===== config.mk =====
export PLATFORM = sky130hd
export DESIGN_NAME = irq_trap_sequencer_flat
export DESIGN_NICKNAME = d
export VERILOG_FILES = /design/src/rtl/irq_trap_sequencer_if.sv /design/src/rtl/irq_trap_sequencer.sv /design/src/flat_wrapper.sv
export SDC_FILE = /design/constraint.sdc
export NUM_CORES = 1
export LEC_CHECK = 0
export ABC_AREA = 1
export CAP_MARGIN = 20
export CORE_UTILIZATION = 30
export DETAILED_ROUTE_END_ITERATION = 10
export PLACE_DENSITY = 0.62
export SYNTH_ARGS = -nofsm -noshare
export SYNTH_HDL_FRONTEND = slang
export SYNTH_SLANG_ARGS = --single-unit

===== constraint.sdc =====
create_clock -name clk -period 4.25 [get_ports clk]
set_clock_uncertainty 0.2 [all_clocks]
set_input_delay 0.85 -clock clk [delete_from_list [all_inputs] [get_ports clk]]
set_output_delay 0.85 -clock clk [all_outputs]
set_load 0.01 [all_outputs]

===== src/rtl/irq_trap_sequencer_if.sv =====
// Trap-sequencer bus: interrupt sources, CSR views and pipeline control.
// master = the sequencer, slave = the pipeline/CSR side.
interface irq_trap_sequencer_if #(
  parameter int unsigned XLEN = 32
);
  logic            irq_ext_i;
  logic            irq_sw_i;
  logic            irq_tmr_i;
  logic            mstatus_mie_i;
  logic [2:0]      mie_i;
  logic [XLEN-1:0] mtvec_i;
  logic [XLEN-1:0] mepc_i;
  logic [XLEN-1:0] pc_s1_i;
  logic            valid_s1_i;
  logic            stall_i;
  logic            mret_i;

  logic            flush_o;
  logic            redirect_o;
  logic [XLEN-1:0] redirect_pc_o;
  logic            csr_we_o;
  logic [XLEN-1:0] mepc_o;
  logic [XLEN-1:0] mcause_o;
  logic            mie_clear_o;
  logic            mie_restore_o;
  logic [2:0]      irq_ack_o;
  logic            busy_o;

  modport master (
    input  irq_ext_i, irq_sw_i, irq_tmr_i, mstatus_mie_i, mie_i, mtvec_i,
           mepc_i, pc_s1_i, valid_s1_i, stall_i, mret_i,
    output flush_o, redirect_o, redirect_pc_o, csr_we_o, mepc_o, mcause_o,
           mie_clear_o, mie_restore_o, irq_ack_o, busy_o
  );

  modport slave (
    output irq_ext_i, irq_sw_i, irq_tmr_i, mstatus_mie_i, mie_i, mtvec_i,
           mepc_i, pc_s1_i, valid_s1_i, stall_i, mret_i,
    input  flush_o, redirect_o, redirect_pc_o, csr_we_o, mepc_o, mcause_o,
           mie_clear_o, mie_restore_o, irq_ack_o, busy_o
  );
endinterface


===== src/rtl/irq_trap_sequencer.sv =====
// Machine-mode interrupt/mret sequencer for the 3-stage core.
// Optional IRQ_SYNC_EN: 2-flop synchronizers on the raw interrupt inputs.
module irq_trap_sequencer #(
  parameter int unsigned    XLEN      = 32,
  parameter logic [XLEN-1:0] RESET_VEC = '0
) (
  input  logic                 clk,
  input  logic                 reset,
  irq_trap_sequencer_if.master bus
);

  localparam int unsigned CODE_W = 4;
  localparam logic [CODE_W-1:0] CODE_EXT = CODE_W'(11);
  localparam logic [CODE_W-1:0] CODE_SW  = CODE_W'(3);
  localparam logic [CODE_W-1:0] CODE_TMR = CODE_W'(7);

  typedef enum logic [2:0] {
    S_IDLE,
    S_T_FLUSH,
    S_T_SAVE,
    S_T_JUMP,
    S_R_JUMP
  } state_t;

  state_t r_state;
  state_t w_state_nxt;

  logic [2:0]        w_irq_raw;
  logic [2:0]        w_irq_vec;
  logic [2:0]        w_pending;
  logic              w_take_irq;
  logic              w_take_ret;
  logic              w_capture;
  logic [CODE_W-1:0] w_sel_code;
  logic [2:0]        w_sel_ack;

  logic [XLEN-1:0]   r_epc;
  logic [CODE_W-1:0] r_code;

  logic [XLEN-1:0]   w_base;
  logic [XLEN-1:0]   w_vec_target;

  logic              w_flush_nxt;
  logic              w_redirect_nxt;
  logic [XLEN-1:0]   w_redirect_pc_nxt;
  logic              w_csr_we_nxt;
  logic [XLEN-1:0]   w_mepc_nxt;
  logic [XLEN-1:0]   w_mcause_nxt;
  logic              w_mie_clear_nxt;
  logic              w_mie_restore_nxt;
  logic [2:0]        w_ack_nxt;
  logic              w_busy_nxt;

  logic              r_flush;
  logic              r_redirect;
  logic [XLEN-1:0]   r_redirect_pc;
  logic              r_csr_we;
  logic [XLEN-1:0]   r_mepc;
  logic [XLEN-1:0]   r_mcause;
  logic              r_mie_clear;
  logic              r_mie_restore;
  logic [2:0]        r_ack;
  logic              r_busy;

  assign w_irq_raw = {bus.irq_ext_i, bus.irq_sw_i, bus.irq_tmr_i};

`ifdef IRQ_SYNC_EN
  logic [2:0] r_sync1;
  logic [2:0] r_sync2;

  // Two-stage synchronizer for the asynchronous level sources.
  always_ff @(posedge clk) begin
    if (reset) begin
      r_sync1 <= '0;
      r_sync2 <= '0;
    end else begin
      r_sync1 <= w_irq_raw;
      r_sync2 <= r_sync1;
    end
  end

  assign w_irq_vec = r_sync2;
`else
  assign w_irq_vec = w_irq_raw;
`endif

  assign w_pending  = w_irq_vec & bus.mie_i;
  assign w_take_irq = bus.mstatus_mie_i & (|w_pending) & bus.valid_s1_i & ~bus.stall_i;
  assign w_take_ret = bus.mret_i & bus.valid_s1_i & ~bus.stall_i;

  // Fixed priority: external > software > timer.
  always_comb begin
    w_sel_code = '0;
    w_sel_ack  = '0;
    if (w_pending[2]) begin
      w_sel_code = CODE_EXT;
      w_sel_ack  = 3'b100;
    end else if (w_pending[1]) begin
      w_sel_code = CODE_SW;
      w_sel_ack  = 3'b010;
    end else if (w_pending[0]) begin
      w_sel_code = CODE_TMR;
      w_sel_ack  = 3'b001;
    end
  end

  // Vectored mode adds 4*cause to the aligned base; wraps mod 2^XLEN.
  assign w_base       = {bus.mtvec_i[XLEN-1:2], 2'b00};
  assign w_vec_target = (bus.mtvec_i[1:0] == 2'b01) ? (w_base + (XLEN'(r_code) << 2)) : w_base;

  always_ff @(posedge clk) begin
    if (reset) begin
      r_state <= S_IDLE;
    end else begin
      r_state <= w_state_nxt;
    end
  end

  // Next state plus the output values the next state will present.
  always_comb begin
    w_state_nxt       = r_state;
    w_capture         = 1'b0;
    w_flush_nxt       = 1'b0;
    w_redirect_nxt    = 1'b0;
    w_redirect_pc_nxt = RESET_VEC;
    w_csr_we_nxt      = 1'b0;
    w_mepc_nxt        = r_mepc;
    w_mcause_nxt      = r_mcause;
    w_mie_clear_nxt   = 1'b0;
    w_mie_restore_nxt = 1'b0;
    w_ack_nxt         = '0;

    unique case (r_state)
      S_IDLE: begin
        if (w_take_ret) begin
          w_state_nxt = S_R_JUMP;
        end else if (w_take_irq) begin
          w_state_nxt = S_T_FLUSH;
          w_capture   = 1'b1;
        end
      end
      S_T_FLUSH: w_state_nxt = S_T_SAVE;
      S_T_SAVE:  w_state_nxt = S_T_JUMP;
      S_T_JUMP:  w_state_nxt = S_IDLE;
      S_R_JUMP:  w_state_nxt = S_IDLE;
      default:   w_state_nxt = S_IDLE;
    endcase

    unique case (w_state_nxt)
      S_T_FLUSH: begin
        w_flush_nxt = 1'b1;
        w_ack_nxt   = w_sel_ack;
      end
      S_T_SAVE: begin
        w_csr_we_nxt    = 1'b1;
        w_mie_clear_nxt = 1'b1;
        w_mepc_nxt      = r_epc;
        w_mcause_nxt    = {1'b1, {(XLEN-1-CODE_W){1'b0}}, r_code};
      end
      S_T_JUMP: begin
        w_flush_nxt       = 1'b1;
        w_redirect_nxt    = 1'b1;
        w_redirect_pc_nxt = w_vec_target;
      end
      S_R_JUMP: begin
        w_flush_nxt       = 1'b1;
        w_redirect_nxt    = 1'b1;
        w_mie_restore_nxt = 1'b1;
        w_redirect_pc_nxt = {bus.mepc_i[XLEN-1:1], 1'b0};
      end
      default: ;
    endcase

    w_busy_nxt = (w_state_nxt != S_IDLE);
  end

  // Cause and epc are frozen at acceptance; later source changes are ignored.
  always_ff @(posedge clk) begin
    if (reset) begin
      r_epc  <= '0;
      r_code <= '0;
    end else if (w_capture) begin
      r_epc  <= bus.pc_s1_i;
      r_code <= w_sel_code;
    end
  end

  always_ff @(posedge clk) begin
    if (reset) begin
      r_flush       <= 1'b0;
      r_redirect    <= 1'b0;
      r_redirect_pc <= RESET_VEC;
      r_csr_we      <= 1'b0;
      r_mepc        <= '0;
      r_mcause      <= '0;
      r_mie_clear   <= 1'b0;
      r_mie_restore <= 1'b0;
      r_ack         <= '0;
      r_busy        <= 1'b0;
    end else begin
      r_flush       <= w_flush_nxt;
      r_redirect    <= w_redirect_nxt;
      r_redirect_pc <= w_redirect_pc_nxt;
      r_csr_we      <= w_csr_we_nxt;
      r_mepc        <= w_mepc_nxt;
      r_mcause      <= w_mcause_nxt;
      r_mie_clear   <= w_mie_clear_nxt;
      r_mie_restore <= w_mie_restore_nxt;
      r_ack         <= w_ack_nxt;
      r_busy        <= w_busy_nxt;
    end
  end

  assign bus.flush_o       = r_flush;
  assign bus.redirect_o    = r_redirect;
  assign bus.redirect_pc_o = r_redirect_pc;
  assign bus.csr_we_o      = r_csr_we;
  assign bus.mepc_o        = r_mepc;
  assign bus.mcause_o      = r_mcause;
  assign bus.mie_clear_o   = r_mie_clear;
  assign bus.mie_restore_o = r_mie_restore;
  assign bus.irq_ack_o     = r_ack;
  assign bus.busy_o        = r_busy;

endmodule


===== src/flat_wrapper.sv =====
// flat-port wrapper written by rule: the top's interface ports become plain ports
module irq_trap_sequencer_flat 
#(
  parameter int unsigned    XLEN      = 32,
  parameter logic [XLEN-1:0] RESET_VEC = '0
)
  (clk, reset, bus_irq_ext_i, bus_irq_sw_i, bus_irq_tmr_i, bus_mstatus_mie_i, bus_mie_i, bus_mtvec_i, bus_mepc_i, bus_pc_s1_i, bus_valid_s1_i, bus_stall_i, bus_mret_i, bus_flush_o, bus_redirect_o, bus_redirect_pc_o, bus_csr_we_o, bus_mepc_o, bus_mcause_o, bus_mie_clear_o, bus_mie_restore_o, bus_irq_ack_o, bus_busy_o);
  irq_trap_sequencer_if #(.XLEN(XLEN)) bus_i ();
  input  logic clk;
  input  logic reset;
  input wire logic [$bits(bus_i.irq_ext_i)-1:0] bus_irq_ext_i;
  input wire logic [$bits(bus_i.irq_sw_i)-1:0] bus_irq_sw_i;
  input wire logic [$bits(bus_i.irq_tmr_i)-1:0] bus_irq_tmr_i;
  input wire logic [$bits(bus_i.mstatus_mie_i)-1:0] bus_mstatus_mie_i;
  input wire logic [$bits(bus_i.mie_i)-1:0] bus_mie_i;
  input wire logic [$bits(bus_i.mtvec_i)-1:0] bus_mtvec_i;
  input wire logic [$bits(bus_i.mepc_i)-1:0] bus_mepc_i;
  input wire logic [$bits(bus_i.pc_s1_i)-1:0] bus_pc_s1_i;
  input wire logic [$bits(bus_i.valid_s1_i)-1:0] bus_valid_s1_i;
  input wire logic [$bits(bus_i.stall_i)-1:0] bus_stall_i;
  input wire logic [$bits(bus_i.mret_i)-1:0] bus_mret_i;
  output wire logic [$bits(bus_i.flush_o)-1:0] bus_flush_o;
  output wire logic [$bits(bus_i.redirect_o)-1:0] bus_redirect_o;
  output wire logic [$bits(bus_i.redirect_pc_o)-1:0] bus_redirect_pc_o;
  output wire logic [$bits(bus_i.csr_we_o)-1:0] bus_csr_we_o;
  output wire logic [$bits(bus_i.mepc_o)-1:0] bus_mepc_o;
  output wire logic [$bits(bus_i.mcause_o)-1:0] bus_mcause_o;
  output wire logic [$bits(bus_i.mie_clear_o)-1:0] bus_mie_clear_o;
  output wire logic [$bits(bus_i.mie_restore_o)-1:0] bus_mie_restore_o;
  output wire logic [$bits(bus_i.irq_ack_o)-1:0] bus_irq_ack_o;
  output wire logic [$bits(bus_i.busy_o)-1:0] bus_busy_o;
  assign bus_i.irq_ext_i = bus_irq_ext_i;
  assign bus_i.irq_sw_i = bus_irq_sw_i;
  assign bus_i.irq_tmr_i = bus_irq_tmr_i;
  assign bus_i.mstatus_mie_i = bus_mstatus_mie_i;
  assign bus_i.mie_i = bus_mie_i;
  assign bus_i.mtvec_i = bus_mtvec_i;
  assign bus_i.mepc_i = bus_mepc_i;
  assign bus_i.pc_s1_i = bus_pc_s1_i;
  assign bus_i.valid_s1_i = bus_valid_s1_i;
  assign bus_i.stall_i = bus_stall_i;
  assign bus_i.mret_i = bus_mret_i;
  assign bus_flush_o = bus_i.flush_o;
  assign bus_redirect_o = bus_i.redirect_o;
  assign bus_redirect_pc_o = bus_i.redirect_pc_o;
  assign bus_csr_we_o = bus_i.csr_we_o;
  assign bus_mepc_o = bus_i.mepc_o;
  assign bus_mcause_o = bus_i.mcause_o;
  assign bus_mie_clear_o = bus_i.mie_clear_o;
  assign bus_mie_restore_o = bus_i.mie_restore_o;
  assign bus_irq_ack_o = bus_i.irq_ack_o;
  assign bus_busy_o = bus_i.busy_o;
  irq_trap_sequencer #(.XLEN(XLEN), .RESET_VEC(RESET_VEC)) u_core (.clk(clk), .reset(reset), .bus(bus_i));
endmodule

After elaboration in Yosys (flattened, before gate mapping)

Index checks and enable logic that the tools add are counted.

Add/subtract/negate cells: 1
Multiplexer cells: 18
Bitwise logic cells: 8
Reduce and logical (&&, ||, !) cells: 8
Eq/ne operators: 7

Operator list:

| cell                 | number |
|---|---|
| $pmux W32 S2         | 1 |
| $add A32 B6 Y32      | 1 |
| $mux W32             | 1 |
| $mux W3              | 5 |
| $eq A3 B2 Y1 const B | 3 |
| $pmux W3 S3          | 1 |
| $reduce_or A3 Y1     | 3 |
| $mux W1              | 8 |
| $mux W4              | 2 |
| $eq A3 B1 Y1 const B | 2 |
| $and A1 B1 Y1        | 5 |
| $reduce_or A2 Y1     | 2 |
| $reduce_or A4 Y1     | 1 |
| $and A3 B3 Y3        | 1 |
| $eq A3 B3 Y1 const B | 1 |
| $logic_not A3 Y1     | 1 |
| $reduce_bool A3 Y1   | 1 |
| $eq A2 B1 Y1 const B | 1 |
| $not A1 Y1           | 2 |

Logic and storage cells: 56
Bits in registers: 116

Logic depth before layout (Yosys ltp)

Depth in word-level cells: 11
Mapped depth: 14

Least setup slack after synthesis

OpenSTA, ideal clock, no wires.

Path kind: input to register
Start: input port bus_mtvec_i[2]
End: register u_core.r_redirect_pc[20], in the netlist u_core.bus.redirect_pc_o[20]
Data required time: 3933 ps
Stages: 10
Buffers on the path: 0
Setup time: 117 ps
Arrival time: 2062 ps
Slack: 1871 ps
Cells stage by stage: ha_1 -> fa_1 -> nand2_1 -> nand3_1 -> nand4_1 -> nor2_1 -> nand2_1 -> nand2_1 -> nand2_1 -> o21ai_1

Word-level cells in the longest chain between the ends: 3

Ends and longest elaborated chain:

| item                   | RTL line                  | RTL |
|---|---|---|
| start: declaration     | flat_wrapper.sv:16        | `input wire logic [$bits(bus_i.mtvec_i)-1:0] bus_mtvec_i;` |
| $add A32 B6 Y32        | irq_trap_sequencer.sv:109 | `assign w_vec_target = (bus.mtvec_i[1:0] == 2'b01) ? (w_base + (XLEN'(r_code) << 2)) : w_base;` |
| $mux W32               | irq_trap_sequencer.sv:109 |  |
| $pmux W32 S2           | irq_trap_sequencer.sv:149 | `unique case (w_state_nxt)` |
| end signal: assignment | irq_trap_sequencer.sv:203 | `r_redirect_pc <= w_redirect_pc_nxt;` |
| end: declaration       | irq_trap_sequencer.sv:56  | `logic [XLEN-1:0] r_redirect_pc;` |

No other way between the ends.
A chain may end at the register's enable or synchronous reset.

Worst setup path in the final report

Start: input port bus_mtvec_i[2]
End: register u_core.r_redirect_pc[24], in the netlist u_core.bus.redirect_pc_o[24]

Same word-level chain as after synthesis.

==> metrics <==
Worst-path clk slew=0.06 ns; Final Cell Area=7516 um2; ANT nets after route=0; Post-DP Area=6924 um2; Vias=4809; Worst Tran Pin Value=0.7284 ns; slowest CP cell=clkdlybuf4s50_1; final worst slack=1.459 ns; initial antenna violation count=0; number of CTS-inserted buffers=17; XOR/XNOR Fraction of Synth Area=0.01909; Synth Area in Simple Gates=0.2588; #FFs+latches synth=113; Post CTS Setup Buffer Count=0; synthesized area per cell=7.379 um2; CTS HTree Levels=4; post-synthesis cell area=5047 um2; die area=17350 um2; Worst setup SP type=primary input; post-synthesis compound-gate area fraction=0.1396; Max Cap Viol=0; # fillers=1676; starting density of the core=0.3054; Rel. slew slack=0.5139; Synth Area in Adders=0.01388; proportion of layout cells with a drive suffix above 1=0.06629; die height=131.7 um; cts repair resizes=0; HPWL Detailed=10210 um; num rows=47; Max Fclk=358.2 MHz; CP Capture Type=register; worst vdd ir=0.2686 mV; most frequent cells in the layout=183 x clkdlybuf4s50_1, 154 x nand2_1, 113 x dfxtp_1; reg2reg path depth=6; dpl ws=1.065 ns; Layout Nets=976; largest net degree at the start of global routing=53; status=finished clean; hold-fix buffers at CTS=0; area delta synth->final=48.91%; number of distinct library cells after synthesis=36; setup tns final=0 ns; WL final=14100 um; Final Hold Viols=0; Tot GR Track Use=0.1667; Max Fanout on Critical Path=5; IO Port Bufs=183; proportion of synthesized chip area in sequential cells=0.4482; instance count of the mapped netlist=684; final setup vio count=0; yosys synthesis warning count=0; Req. time, crit path=4.35 ns; n_diodes=0; vias in the first global route=4506; Avg WL per Cell=12.87 um; first-pass GRT wire length=22530 um; Clock Sinks=113; hold path cells=2; DRT Pass-1 Iters=4; clk_lat worst skew=0.41 ns; post-synthesis mux area share=0; CTS tree=yes; main combinational cell family by area after synthesis=simple AND/OR/NAND/NOR gates; Layout Utilization=0.4548; total gr overflow=0; drt drc=0; Lkg Pwr=3.010 nW; Worst EP arrival=2.89 ns; clock buffer depth=2; Hold Path Class=register to register; RD Place Congestion=0.9363; Core ar.=16520 um2; Pwr Density=379.5 nW/um2; Buffers & Inverters on Critical Path=1; Period minus WS final=2.791 ns; RSZ-0062 raised after global routing=false; Stages on worst setup path=10; Root Buffer=clkbuf_16; die width=131.7 um; delay of the slowest critical-path stage=0.48 ns; Vias per Instance=4.392; Worst path top cell family by delay=simple AND/OR/NAND/NOR gates; commonest non-fill, non-tap cell in the layout=clkdlybuf4s50_1; critical path, cell by cell=clkdlybuf4s50_1 -> ha_1 -> fa_1 -> nand2_1 -> nand3_1 -> nand4_1 -> nor2_1 -> nand4_1 -> nand3_1 -> nand2_1; DR iter-0 viols=156; Crit Path Class=primary input to register; final worst-path cycle share=0.6568; Max Slew Vio Count=0; I/O pin cnt=213
[through the flow]
stage / power (mW) / cells / hold slack (ns)
finish: 2.852 / 1095 / 0.2437
global route: 2.980 / 1095 / 0.2578
CTS: 2.892 / 1095 / 0.2463
detailed placement: 1.455 / 1064 / 0.2384
global placement: 1.452 / 1064 / 0.2330
floorplan: 1.295 / 711 / 0.2240
[cell usage after synthesis, drive strengths merged]
library cell / number / area, um2
a21o: 3 / 22.52
a21oi: 43 / 215.2
a22o: 2 / 17.52
a31oi: 1 / 6.260
and2: 1 / 6.260
buf: 43 / 335.3
clkbuf: 15 / 56.30
clkinv: 1 / 3.750
conb: 1 / 3.750
dfxtp: 113 / 2262
fa: 1 / 20.02
ha: 4 / 50.05
inv: 55 / 209.0
nand2: 155 / 584.3
nand3: 50 / 255.3
nand3b: 3 / 22.52
nand4: 7 / 43.79
nor2: 79 / 324.1
nor3: 6 / 57.55
nor4: 1 / 6.260
o21ai: 87 / 435.4
o21bai: 1 / 7.510
or2: 1 / 6.260
xnor2: 4 / 35.03
xor2: 7 / 61.31
[registers in the layout (all words and copies together), names as in the netlist]
name / count
u_core.bus.busy_o: 1
u_core.bus.csr_we_o: 1
u_core.bus.flush_o: 1
u_core.bus.irq_ack_o: 3
u_core.bus.mcause_o: 4
u_core.bus.mepc_o: 32
u_core.bus.mie_restore_o: 1
u_core.bus.redirect_o: 1
u_core.bus.redirect_pc_o: 31
u_core.r_code: 3
u_core.r_epc: 32
u_core.r_state: 3
[where the power goes]
group / switching (mW) / internal [mW]
logic: 0.155 / 0.166
registers: 0.0133 / 1.10
clock network: 0.536 / 0.886
[cell families (layout without fill, tap and decap cells)]
| family | count (synthesis) | in the layout |
|---|---|---|
| buffers and inverters | 114 | 278 |
| DFF | 113 | 113 |
| and+or+nand+nor | 303 | 303 |
| adders and majority gates | 5 | 5 |
| other | 1 | 28 |
| xor gates and xnor gates | 11 | 11 |
| AOI/OAI and AO/OA | 137 | 137 |
[per-layer routing]
metal / vias to the layer above / track usage / share of wire
met4: 0 / 0.05297 / 0.015
met2: 180 / 0.2769 / 0.46
met1: 2096 / 0.1971 / 0.45
met3: 14 / 0.06443 / 0.078
met5: - / 0 / 0
li1: 2519 / - / -
[worst reg2reg max path: cells and delay by family (launching register included)]
kind,cells,cell delay (ns)
simple gates,2,0.15
compound gates,1,0.17
buf+inv,3,1.27
flops,1,0.43
[final cells by class]
cell class | count | area (um2) | share of cell area
multi-input combinational | 484 | 2282 | 0.3036
sequential | 113 | 2262 | 0.3010
timing repair buffer | 191 | 1892 | 0.2517
clock buffer | 18 | 439.2 | 0.05843
tap | 220 | 275.3 | 0.03662
inverter | 56 | 212.7 | 0.02830
clock inverter | 13 | 152.6 | 0.02031
[worst paths after layout]
path	slack, ns	startpoint	end
max	1.46	bus_mtvec_i[2]	u_core.bus.redirect_pc_o[24]
min	0.24	u_core.r_epc[11]	u_core.r_epc[11]
max reg2reg	1.88	u_core.r_state[1]	u_core.bus.mepc_o[13]
min reg2reg	0.24	u_core.r_epc[11]	u_core.r_epc[11]
Note: power is estimated with default switching activity, not from simulation.
==> patch: new RTL, same flow settings <==
The localparam `CODE_W` goes from 4 to 5.
--- a/src/rtl/irq_trap_sequencer.sv
+++ b/src/rtl/irq_trap_sequencer.sv
@@ -9,7 +9,7 @@
   irq_trap_sequencer_if.master bus
 );
 
-  localparam int unsigned CODE_W = 4;
+  localparam int unsigned CODE_W = 5;
   localparam logic [CODE_W-1:0] CODE_EXT = CODE_W'(11);
   localparam logic [CODE_W-1:0] CODE_SW  = CODE_W'(3);
   localparam logic [CODE_W-1:0] CODE_TMR = CODE_W'(7);
Function: same outputs for any inputs over 10 cycles, from zero or initial values and one cycle with reset high; that may be too few to reach the edited logic, so the function may still have changed.
==> patch against the original RTL <==
  * The flow now finishes with violations (DRC)
  * Final area is 0.23% lower
  * Power is 3.2% lower
  * Synthesized area about the same
  * Fmax grew 3.8%
  * Combinational power shrank 9.3%
  * Synthesized cell count increased by 1.2%
  * Wire length grew 4.4%
  * Worst setup slack better by 0.10 ns
  * Sequential cell count unchanged
==> patch: results (changes against the original RTL) <==
Placement
  – Cell Count Post-Placement: 1071 (+0.66%)
  – Detailed Place HPWL: 10300 um (+1.3%)
  – Final Wtd Congestion: 0.865 (-7.6%)
  – # port buffers: 183 (unchanged)

Outcome
  – Outcome: complete, but fails checks
  – Failing checks: DRC

Synthesis
  – Compound-Gate Fraction of Synth Area: 0.120 (-0.0195)
  – Avg Cell Area, Syn: 7.29 um^2 (-1.3%)
  – Seq/Total Area, Yosys: 0.449 (about the same)
  – Ranking of synthesized cells by area: dfxtp_1 45%, nor2_1 9.2%, nand2_1 8.9%
  – Most used DFF post-synth: dfxtp_1
  – Mux cell area share after synthesis: 0.00199 (+0.00199)
  – XOR/XNOR Fraction of Synth Area: 0.00521 (-0.0139)
  – Adder-Cell Fraction of Synth Area: 0.0139 (about the same)
  – Synth warnings: 0 (unchanged)
  – Library cells used by synthesis: 43 (+19%)
  – Commonest cells post-synth: 123 x nor2_1, 119 x nand2_1, 113 x dfxtp_1
  – Asr flop ratio synth: 0 (unchanged)

Clock tree
  – Clock Latency Late Sink: 0.42 ns
  – Clk root buf: clkbuf_16
  – Number of buffers created by CTS: 17 (unchanged)
  – Clock slew at reported path FFs: 0.05 ns
  – H-tree depth: 4 (unchanged)
  – CTS Buffer Depth: 2 (unchanged)
  – Post-CTS Setup Bufs: 0 (unchanged)
  – Post-CTS sizing: 0 (unchanged)

Drt
  – Drt first pass iters: 7 (+3)
  – Met1 wire length: 6600 um (+4.6%)
  – Via count: 4862 (+1.1%)
  – Drt total wl: 14700 um (+4.4%)
  – Drt initial violations: 261 (+67%)
  – WL met2: 6400 um (-1.2%)
  – Met3 WL: 1400 um (+28%)
  – DRC: 4 (+4)
  – Post-DR wirelength/cell: 13.4 um (+3.7%)
  – Top sig layer: met4

Finish
  – Share of layout cells above drive strength 1: 0.0805 (+0.0142)
  – Ant. Diodes: 0 (unchanged)
  – Layout Nets: 983 (+0.72%)
  – Fill count: 1659 (-1.0%)

Global routing
  – Overall routing resource usage: 0.175 (+0.00846)
  – Met3 usage: 0.0698 (+0.00540)
  – Vias in the first global route: 4588 (+1.8%)
  – GR Util met2: 0.269 (-0.00764)
  – First-pass GRT wire length: 23800 um (+5.7%)
  – Initial antenna violation count: 0 (unchanged)
  – Largest net degree at the start of global routing: 72 (+36%)
  – Met1 Use GR: 0.216 (+0.0189)

STA
  – Slew @ Worst Pin: 0.739 ns (+0.0105 ns)
  – Final hold violations: 0 (unchanged)

Setup path
  – CP max FO: 6 (+1)

Hold path
  – Hold crit path type: flip-flop to flip-flop

Power
  – Peak VDD IR: 0.284 mV (+5.6%)
  – P_leak: 3.16 nW (+5.1%)

Floorplan
  – Row count: 47 (unchanged)
==> patch: cell count changes in the layout (fill, tap and decap cells not counted), moves of 6 or more <==
cell	change
a21oi_1	-22
inv_1	-7
inv_2	+15
nand2_1	-35
nand3_1	+6
nor2_1	+53
o21ai_0	-8
xor2_1	-6
==> patch: critical path: stages <==
cell and delay (ns):
clkdlybuf4s50_1 0.49, ha_1 0.19, fa_1 0.21, nand3_1 0.08, nand2_1 0.19, nand4_2 0.14
nor2_2 0.28, inv_2 0.09, o21bai_1 0.13, nand3_1 0.10, nand2_1 0.08
==> patch: worst paths after layout <==
kind                            slack [ns]  cells after the start                           end        startpoint
worst max-delay path                  1.56                     11  u_core.bus.redirect_pc_o[20]    bus_mtvec_i[2]
worst min-delay path                  0.25                      2              u_core.r_epc[22]  u_core.r_epc[22]
worst max register to register        2.01                     10  u_core.bus.redirect_pc_o[20]  u_core.r_code[1]
worst min register to register        0.25                      2              u_core.r_epc[22]  u_core.r_epc[22]
==> patch: where the power goes <==
group	leakage [nW]	switching [W]	internal, W
logic	1.99	0.000139	0.000152
clock network	0.261	0.000496	0.000869
registers	0.915	0.0000133	0.00109
==> patch: final cells by class <==
class,count,area [um^2],share of cell area
multi-input combinational,487,2290,0.306
inverter,63,236,0.0315
sequential,113,2260,0.302
clock buffer,21,450,0.0601
timing repair buffer,188,1870,0.249
clock inverter,10,113,0.0150
tap,220,275,0.0367
==> patch: through the flow <==
step	setup WS, ns	area (um^2)	hold slack [ns]	utilization	power (W)
floorplan	1.85	5140	0.229	-	0.00127
CTS	1.57	7500	0.254	0.454	0.00280
finish	1.56	7500	0.250	0.454	0.00276
detailed placement	1.13	6940	0.246	0.420	0.00142
global placement	1.14	6940	0.241	0.420	0.00142
global route	1.37	7500	0.275	0.454	0.00288
